## src/rtl/bin2seg_pkg.sv

```systemverilog
// Shared types and constants for the binary to two-digit seven-segment converter.
// Segment patterns are active-high abcdefg with a in bit 6.
package bin2seg_pkg;

    typedef enum logic [1:0] {
        ST_IDLE   = 2'd0,
        ST_SHIFT  = 2'd1,
        ST_ENCODE = 2'd2
    } state_t;

    localparam logic [6:0] SEG_0     = 7'b1111110;
    localparam logic [6:0] SEG_1     = 7'b0110000;
    localparam logic [6:0] SEG_2     = 7'b1101101;
    localparam logic [6:0] SEG_3     = 7'b1111001;
    localparam logic [6:0] SEG_4     = 7'b0110011;
    localparam logic [6:0] SEG_5     = 7'b1011011;
    localparam logic [6:0] SEG_6     = 7'b1011111;
    localparam logic [6:0] SEG_7     = 7'b1110000;
    localparam logic [6:0] SEG_8     = 7'b1111111;
    localparam logic [6:0] SEG_9     = 7'b1111011;
    localparam logic [6:0] SEG_DASH  = 7'b0000001;
    localparam logic [6:0] SEG_BLANK = 7'b0000000;

    localparam logic [6:0] MAX_VALUE   = 7'd99;
    localparam int         SHIFT_COUNT = 7;

endpackage

```

## src/rtl/bin2seg_pair_seg7_digit.sv

```systemverilog
// One BCD digit to active-high abcdefg segments; dash overrides blank.
// Non-decimal codes show blank.
module seg7_digit
    import bin2seg_pkg::*;
(
    input  logic [3:0] bcd,
    input  logic       blank,
    input  logic       dash,
    output logic [6:0] seg
);

    always_comb begin
        seg = SEG_BLANK;
        if (dash) begin
            seg = SEG_DASH;
        end else if (!blank) begin
            case (bcd)
                4'd0:    seg = SEG_0;
                4'd1:    seg = SEG_1;
                4'd2:    seg = SEG_2;
                4'd3:    seg = SEG_3;
                4'd4:    seg = SEG_4;
                4'd5:    seg = SEG_5;
                4'd6:    seg = SEG_6;
                4'd7:    seg = SEG_7;
                4'd8:    seg = SEG_8;
                4'd9:    seg = SEG_9;
                default: seg = SEG_BLANK;
            endcase
        end
    end

endmodule

```

## src/rtl/bin2seg_pair.sv

```systemverilog
// Sequential double-dabble conversion of 0..99 into a registered two-digit
// seven-segment word; out-of-range values show two dashes.
module bin2seg_pair
    import bin2seg_pkg::*;
#(
    parameter bit SEG_ACTIVE_LOW     = 1'b1,
    parameter bit BLANK_LEADING_ZERO = 1'b1
) (
    input  logic        CLK,
    input  logic        RST,
    input  logic        START,
    input  logic [6:0]  VALUE,
    output logic        BUSY,
    output logic        DONE,
    output logic        OVF,
    output logic [13:0] Signal
);

    localparam logic [2:0]  LAST_ITER  = 3'(SHIFT_COUNT - 1);
    localparam logic [13:0] BLANK_WORD = SEG_ACTIVE_LOW ? 14'h3FFF : 14'h0000;

    state_t      state;
    state_t      state_next;
    logic [2:0]  cnt;
    logic [6:0]  bin;
    logic [7:0]  scratch;
    logic [3:0]  tens_adj;
    logic [3:0]  units_adj;
    logic [6:0]  tens_seg;
    logic [6:0]  units_seg;
    logic [13:0] seg_word;

    always_comb begin
        tens_adj  = (scratch[7:4] >= 4'd5) ? scratch[7:4] + 4'd3 : scratch[7:4];
        units_adj = (scratch[3:0] >= 4'd5) ? scratch[3:0] + 4'd3 : scratch[3:0];
    end

    seg7_digit u_tens (
        .bcd   (scratch[7:4]),
        .blank (!OVF && BLANK_LEADING_ZERO && (scratch[7:4] == 4'd0)),
        .dash  (OVF),
        .seg   (tens_seg)
    );

    seg7_digit u_units (
        .bcd   (scratch[3:0]),
        .blank (1'b0),
        .dash  (OVF),
        .seg   (units_seg)
    );

    assign seg_word = {tens_seg, units_seg} ^ {14{SEG_ACTIVE_LOW}};
    assign BUSY     = (state != ST_IDLE);

    always_comb begin
        state_next = state;
        case (state)
            ST_IDLE: begin
                if (START) begin
                    state_next = (VALUE > MAX_VALUE) ? ST_ENCODE : ST_SHIFT;
                end
            end
            ST_SHIFT: begin
                if (cnt == LAST_ITER) begin
                    state_next = ST_ENCODE;
                end
            end
            ST_ENCODE: state_next = ST_IDLE;
            default:   state_next = ST_IDLE;
        endcase
    end

    always_ff @(posedge CLK) begin
        if (RST) begin
            state   <= ST_IDLE;
            cnt     <= 3'd0;
            bin     <= 7'd0;
            scratch <= 8'd0;
            OVF     <= 1'b0;
            DONE    <= 1'b0;
            Signal  <= BLANK_WORD;
        end else begin
            state <= state_next;
            DONE  <= 1'b0;
            case (state)
                ST_IDLE: begin
                    if (START) begin
                        bin     <= VALUE;
                        scratch <= 8'd0;
                        cnt     <= 3'd0;
                        OVF     <= (VALUE > MAX_VALUE);
                    end
                end
                ST_SHIFT: begin
                    // adjust first, then shift the binary MSB into scratch bit 0
                    {scratch, bin} <= {tens_adj[2:0], units_adj, bin, 1'b0};
                    cnt            <= cnt + 3'd1;
                end
                ST_ENCODE: begin
                    Signal <= seg_word;
                    DONE   <= 1'b1;
                end
                default: ;
            endcase
        end
    end

endmodule

```

## config.mk

```make
export PLATFORM = sky130hd
export DESIGN_NAME = bin2seg_pair
export DESIGN_NICKNAME = d
export VERILOG_FILES = /design/src/rtl/bin2seg_pkg.sv /design/src/rtl/bin2seg_pair_seg7_digit.sv /design/src/rtl/bin2seg_pair.sv
export SDC_FILE = /design/constraint.sdc
export NUM_CORES = 1
export LEC_CHECK = 0
export CORE_MARGIN = 2
export CORE_UTILIZATION = 56
export CTS_CLUSTER_DIAMETER = 40
export DETAILED_ROUTE_END_ITERATION = 6
export GPL_TIMING_DRIVEN = 0
export PLACE_DENSITY = 0.82
export SETUP_SLACK_MARGIN = 0.15
export SYNTH_ARGS = -nofsm -noshare
export SYNTH_HDL_FRONTEND = slang
export SYNTH_SLANG_ARGS = --single-unit
```

## constraint.sdc

```tcl
create_clock -name CLK -period 2.88 [get_ports CLK]
set_clock_uncertainty 0.05 [all_clocks]
set_input_delay 0.576 -clock CLK [delete_from_list [all_inputs] [get_ports CLK]]
set_output_delay 0.576 -clock CLK [all_outputs]
set_load 0.01 [all_outputs]
```

==> flow_metrics.py, run 1 <==
metrics = {
    "outcome": {
        "outcome": "finished clean",
    },
    "place": {
        "place_inst": 377,
        "hpwl_um": 4155,
        "place_congestion": 0.8369,
        "port_buffers": 25,
        "dpl_cell_area_um2": 2922,
        "place_ws_ps": -220.7,
    },
    "timing": {
        "fin_ws_ps": 258.1,
        "relSlewSlack": 0.4961,
        "fmax_mhz": 381.4,
        "worstMarginPinSlew_ps": 749.2,
        "setup_viol": 0,
        "fin_crit_ps": 2622,
        "finalHoldViolCount": 0,
        "timing.hold.ws_ps": 429.5,
        "tns_ps": 0,
        "finalCritPeriodShare": 0.9104,
        "grt_setup_unrepaired": "true",
        "drv_slew": 0,
    },
    "global_routing": {
        "first_global_vias": 2076,
        "grtUsageTotal": 0.2368,
        "grt_max_degree": 16,
        "grt_overflow_total": 0,
        "antenna_found_initial": 0,
        "grt_pass1_wl_um": 9729,
    },
    "layout": {
        "final_util": 0.6973,
        "fin_area_um2": 3078,
        "final_cells": 387,
        "diodes": 0,
        "fin_nets": 363,
        "area_delta_synth_final_pct": 18.10,
        "drive_above_1_share": 0.1284,
    },
    "route": {
        "totalWireLength_um": 5775,
        "via_per_inst": 5.806,
        "drt_iter0_markers": 146,
        "wire_per_inst_um": 14.92,
        "drtPass1Iterations": 4,
        "ant_nets": 0,
        "drcViolationCount": 0,
        "via_count": 2247,
    },
    "clock_network": {
        "cts-root-buf": "clkbuf_8",
        "holdBufCountCts": 0,
        "clk_latency_ps": 300,
        "path_clk_slew_ps": 90,
        "cts_sinks": 50,
        "cts_inserted_buffers": 5,
        "tritoncts": "yes",
        "clock_path_buffers": 2,
        "htree_levels": 2,
    },
    "job": {
        "maxCapViolations": 0,
    },
    "logic_synthesis": {
        "synthesis.nets": 329,
        "netlist_area_um2": 2606,
        "syn_avg_cell_area_um2": 8.688,
        "ys_seq_area_frac": 0.3841,
        "ys_warn_count": 0,
        "yosysTopAreaCellShare": 0.3841,
        "netlist.top_cell.by_area": "dfxtp_1",
        "ys_ff_latch": 50,
        "synthCells": 300,
        "synth_flop_cell": "dfxtp_1",
        "synth-edff-count": 0,
        "async_reset_ff_frac": 0,
        "ys_types": 54,
        "synth.area.top_cells": "dfxtp_1 38%, ha_1 9.1%, nor2_1 7.6%",
    },
    "critical_path": {
        "crit_path_start_kind": "input pin",
        "crit_fanout": 7,
        "worstSetupEndpointType": "flop",
        "worst_ep_arrival_time_ps": 2790,
        "ff2ff_setup_slack_ps": 340,
        "crit_type": "in2reg",
        "required_ps": 3040,
    },
    "floorplan": {
        "start_util": 0.5904,
        "row_count": 24,
        "fp.dieH_um": 72.22,
        "die_area_um2": 5216,
        "io_pins": 27,
        "die_x_um": 72.22,
        "core_area_um2": 4414,
    },
    "power": {
        "vdd_drop_max_mv": 0.2464,
        "power_mw": 1.368,
        "p_leak_nw": 1.202,
        "powerDensity_nw_per_um2": 444.4,
    },
    "worst_hold_path": {
        "hold_path.class": "reg2reg",
    },
}
## layout by cell type (no fill, tap or decap), types with 3 or more instances in the layout
cell type / n
nor2b_1: 5
clkbuf_2: 4
nand2b_1: 3
dfxtp_1: 47
inv_1: 14
dfxtp_2: 3
nor3b_1: 8
nor3_1: 11
clkdlybuf4s50_1: 25
a21oi_1: 26
a211oi_1: 10
nand2_1: 7
buf_2: 3
nor2_1: 52
ha_1: 18
a31oi_1: 3
or2_2: 6
a21o_1: 3
clkbuf_1: 10
clkbuf_8: 6
o21ai_0: 5
and4b_1: 5
o21bai_1: 6
## worst max-delay path, cell delays in order
cell and delay (ps):
clkdlybuf4s50_1 570, o21bai_4 130, a32o_1 220, nor3_1 400
nor2_2 120, inv_1 130, ha_1 270, nor4b_2 180
a211oi_2 190
## worst paths after layout
check	from	endpoint	cells after the start
setup / recovery	START	flop	9
hold / removal	Signal[0]	Signal[0]	1
setup reg to reg	scratch[0]	flop	10
hold reg to reg	Signal[0]	Signal[0]	1
## repair_timing
item / CTS / global route
setup endpoints to repair: 3 / 8
pin swaps: 1 / 2
resized for setup: 7 / 9
gates cloned: 0 / 0
buffers inserted: 0 / 2
## cells in the mapped netlist, types with 3 or more instances
library cell,instances
buf_1,3
nand2b_1,4
a21o_1,3
dfxtp_1,50
o21bai_1,6
a21oi_1,26
nor2_1,53
o21ai_0,5
clkbuf_1,13
and4b_1,5
a31oi_1,3
inv_1,14
nand2_1,7
nor3_1,11
nor2b_1,5
a211oi_1,11
buf_2,3
or2_2,6
nor3b_1,8
ha_1,19
## cells by family after synthesis
kind of cell,after synthesis,share of synthesized area
compound gates,81,0.2232
xor+xnor,2,0.006722
fa+ha+maj,19,0.09122
buf+inv,35,0.05761
flops,50,0.3841
mux,2,0.008161
simple gates,111,0.2290
## area by class of cell
cell class                      count  area [µm²]
Timing Repair Buffer               27       265.3
Inverter                           14       52.55
Clock inverter                      2       12.51
Tap cell                           52       65.06
Fill cell                         366        1336
Clock buffer                        6       82.58
Sequential cell                    50        1005
Multi-Input combinational cell    215        1493
Buffer                             21       102.6
## metal layers
layer,wire length [µm],track usage,vias to the layer above
met5,0,0,-
met4,83,0.06918,0
met3,205,0.04444,7
met2,2794,0.3945,45
met1,2692,0.3132,1059
li1,-,-,1136
## power breakdown
| group | total (mW) | internal (mW) | switching, mW |
|---|---|---|---|
| clock | 0.426 | 0.193 | 0.233 |
| sequential | 0.737 | 0.720 | 0.0177 |
| combinational | 0.204 | 0.0890 | 0.115 |
| total | 1.37 | 1.00 | 0.366 |
No activity file was read; power rests on OpenSTA's default activity.
==> run 2: changes to the inputs <==
Settings changed: PLACE_DENSITY 0.82 to 0.8.
==> flow_metrics.py, run 2 (synthesized netlist as in run 1, its figures left out) <==
metrics = {
    "outcome": {
        "outcome": "finished clean",
    },
    "clock_network": {
        "cts-root-buf": "clkbuf_8",
        "cts_inserted_buffers": 5,
        "cts_setup_buffers": 0,
        "holdBufCountCts": 0,
        "cts_sinks": 50,
        "tritoncts": "yes",
        "path_clk_slew_ps": 90,
        "clk_latency_ps": 310,
        "clock_path_buffers": 2,
        "htree_levels": 2,
    },
    "floorplan": {
        "io_pins": 27,
        "fp.dieH_um": 72.22,
        "row_count": 24,
        "core_area_um2": 4414,
        "die_x_um": 72.22,
        "start_util": 0.5904,
        "die_area_um2": 5216,
    },
    "power": {
        "vdd_drop_max_mv": 0.2487,
        "powerDensity_nw_per_um2": 470.8,
        "p_leak_nw": 1.204,
    },
    "route": {
        "totalWireLength_um": 5932,
        "drcViolationCount": 0,
        "drtPass1Iterations": 4,
        "via_per_inst": 5.935,
        "ant_nets": 0,
        "drt_iter0_markers": 183,
        "wire_per_inst_um": 15.41,
        "via_count": 2285,
    },
    "critical_path": {
        "crit_fanout": 7,
        "crit_chain": "inv_1, ha_1, nand2b_4, or4b_4, a21oi_4, inv_1, ha_1, nor2_1, a211oi_1, a311o_1",
        "ff2ff_setup_slack_ps": 250,
        "crit_path_start_kind": "flop",
        "cpPeakStageDelay_ps": 500,
        "crit_type": "reg2reg",
        "worstSetupEndpointType": "flop",
        "rr_worst_depth": 10,
        "crit_slowest_cell": "or4b_4",
        "crit_start": "scratch[0]",
        "worst_ep_arrival_time_ps": 2780,
        "required_ps": 3030,
        "r2r_start": "scratch[0]",
    },
    "layout": {
        "fin_area_um2": 3083,
        "area_delta_synth_final_pct": 18.29,
        "seq_area_um2": 1005,
        "final_cells": 385,
        "multiInputGateArea_um2": 1495,
        "final_common_cell": "nor2_1",
        "diodes": 0,
        "nFillCells": 382,
        "layout_common_cells": "52 x nor2_1, 47 x dfxtp_1, 26 x a21oi_1",
        "fin_nets": 361,
        "drive_above_1_share": 0.1231,
    },
    "global_routing": {
        "grtUsageTotal": 0.2428,
        "grt_max_degree": 17,
        "first_global_vias": 2203,
        "antenna_found_initial": 0,
        "grt_overflow_total": 0,
        "grt_pass1_wl_um": 9929,
    },
    "timing": {
        "worstMarginPinSlew_ps": 714.8,
        "finalHoldViolCount": 0,
        "fmax_mhz": 380.0,
        "grt_setup_unrepaired": "true",
        "relSlewSlack": 0.5192,
        "drv_slew": 0,
        "fin_crit_ps": 2632,
        "fin_ws_ps": 248.3,
        "finalCritPeriodShare": 0.9138,
        "setup_viol": 0,
    },
    "place": {
        "place_ws_ps": -253.4,
        "dpl_cell_area_um2": 2922,
        "place_congestion": 0.8120,
        "port_buffers": 25,
        "hpwl_um": 4146,
        "place_inst": 377,
    },
    "worst_hold_path": {
        "hold_path.class": "reg2reg",
    },
    "job": {
        "maxCapViolations": 0,
    },
}
==> run 2: cell types whose count changed in the layout (fill, tap and decap cells not counted), sizes merged <==
cell / delta
clkbuf: -3
bufinv: +1
inv: +1
clkinvlp: -1
==> run 2: worst max-delay path, delay by kind of cell, from the launching register on <==
family	cells	cell delay, ps
compound gates	3	610
fa+ha+maj	2	520
buf+inv	2	240
flops	1	380
simple gates	3	730
==> run 2: how the worst min path moves through the flow <==
stage / cells past startpoint / start / end / slack (ps)
3_3_place_gp: 1 / Signal[0] / Signal[0] / 420
5_1_grt: 1 / Signal[0] / Signal[0] / 450
3_5_place_dp: 1 / Signal[0] / Signal[0] / 420
4_1_cts: 1 / Signal[0] / Signal[0] / 440
2_1_floorplan: 2 / bin[0] / bin[0] / 400
6_report: 2 / bin[2] / bin[2] / 440
==> run 2: power by group <==
group	switching (mW)	internal, mW	total, mW
sequential	0.0183	0.720	0.738
combinational	0.116	0.0887	0.205
clock	0.248	0.261	0.509
==> run 2: cell type report <==
cell class	count	share of cell area
buffer	21	0.03328
clock buffer	5	0.02232
clock inverter	3	0.01420
inverter	14	0.01705
multi-input combinational	215	0.4850
sequential	50	0.3259
tap	52	0.02110
timing repair buffer	25	0.08117
==> run 2: per-layer routing <==
metal,up-vias,part of all wire,global-route usage
met4,0,0.012,0.09434
met5,-,0,0
li1,1126,-,-
met2,65,0.47,0.4088
met3,9,0.047,0.03056
met1,1085,0.47,0.3170
==> run 2: timing repair <==
action                     CTS  global route
setup endpoints to repair    4             4
pin swaps                    1             0
resized for setup           10             6
hold endpoints to repair     0             0
==> run 2: through the flow <==
| step | total power [mW] | utilization | setup TNS, ps | hold slack [ps] |
|---|---|---|---|---|
| floorplan | 0.8764 | - | 0 | 404.4 |
| global placement | 0.9442 | 0.6618 | -596.4 | 416.4 |
| detailed placement | 0.9482 | 0.6618 | -755.8 | 423.0 |
| CTS | 1.446 | 0.6947 | 0 | 443.8 |
| global route | 1.497 | 0.6984 | 0 | 452.2 |
| finish | 1.451 | 0.6984 | 0 | 443.7 |
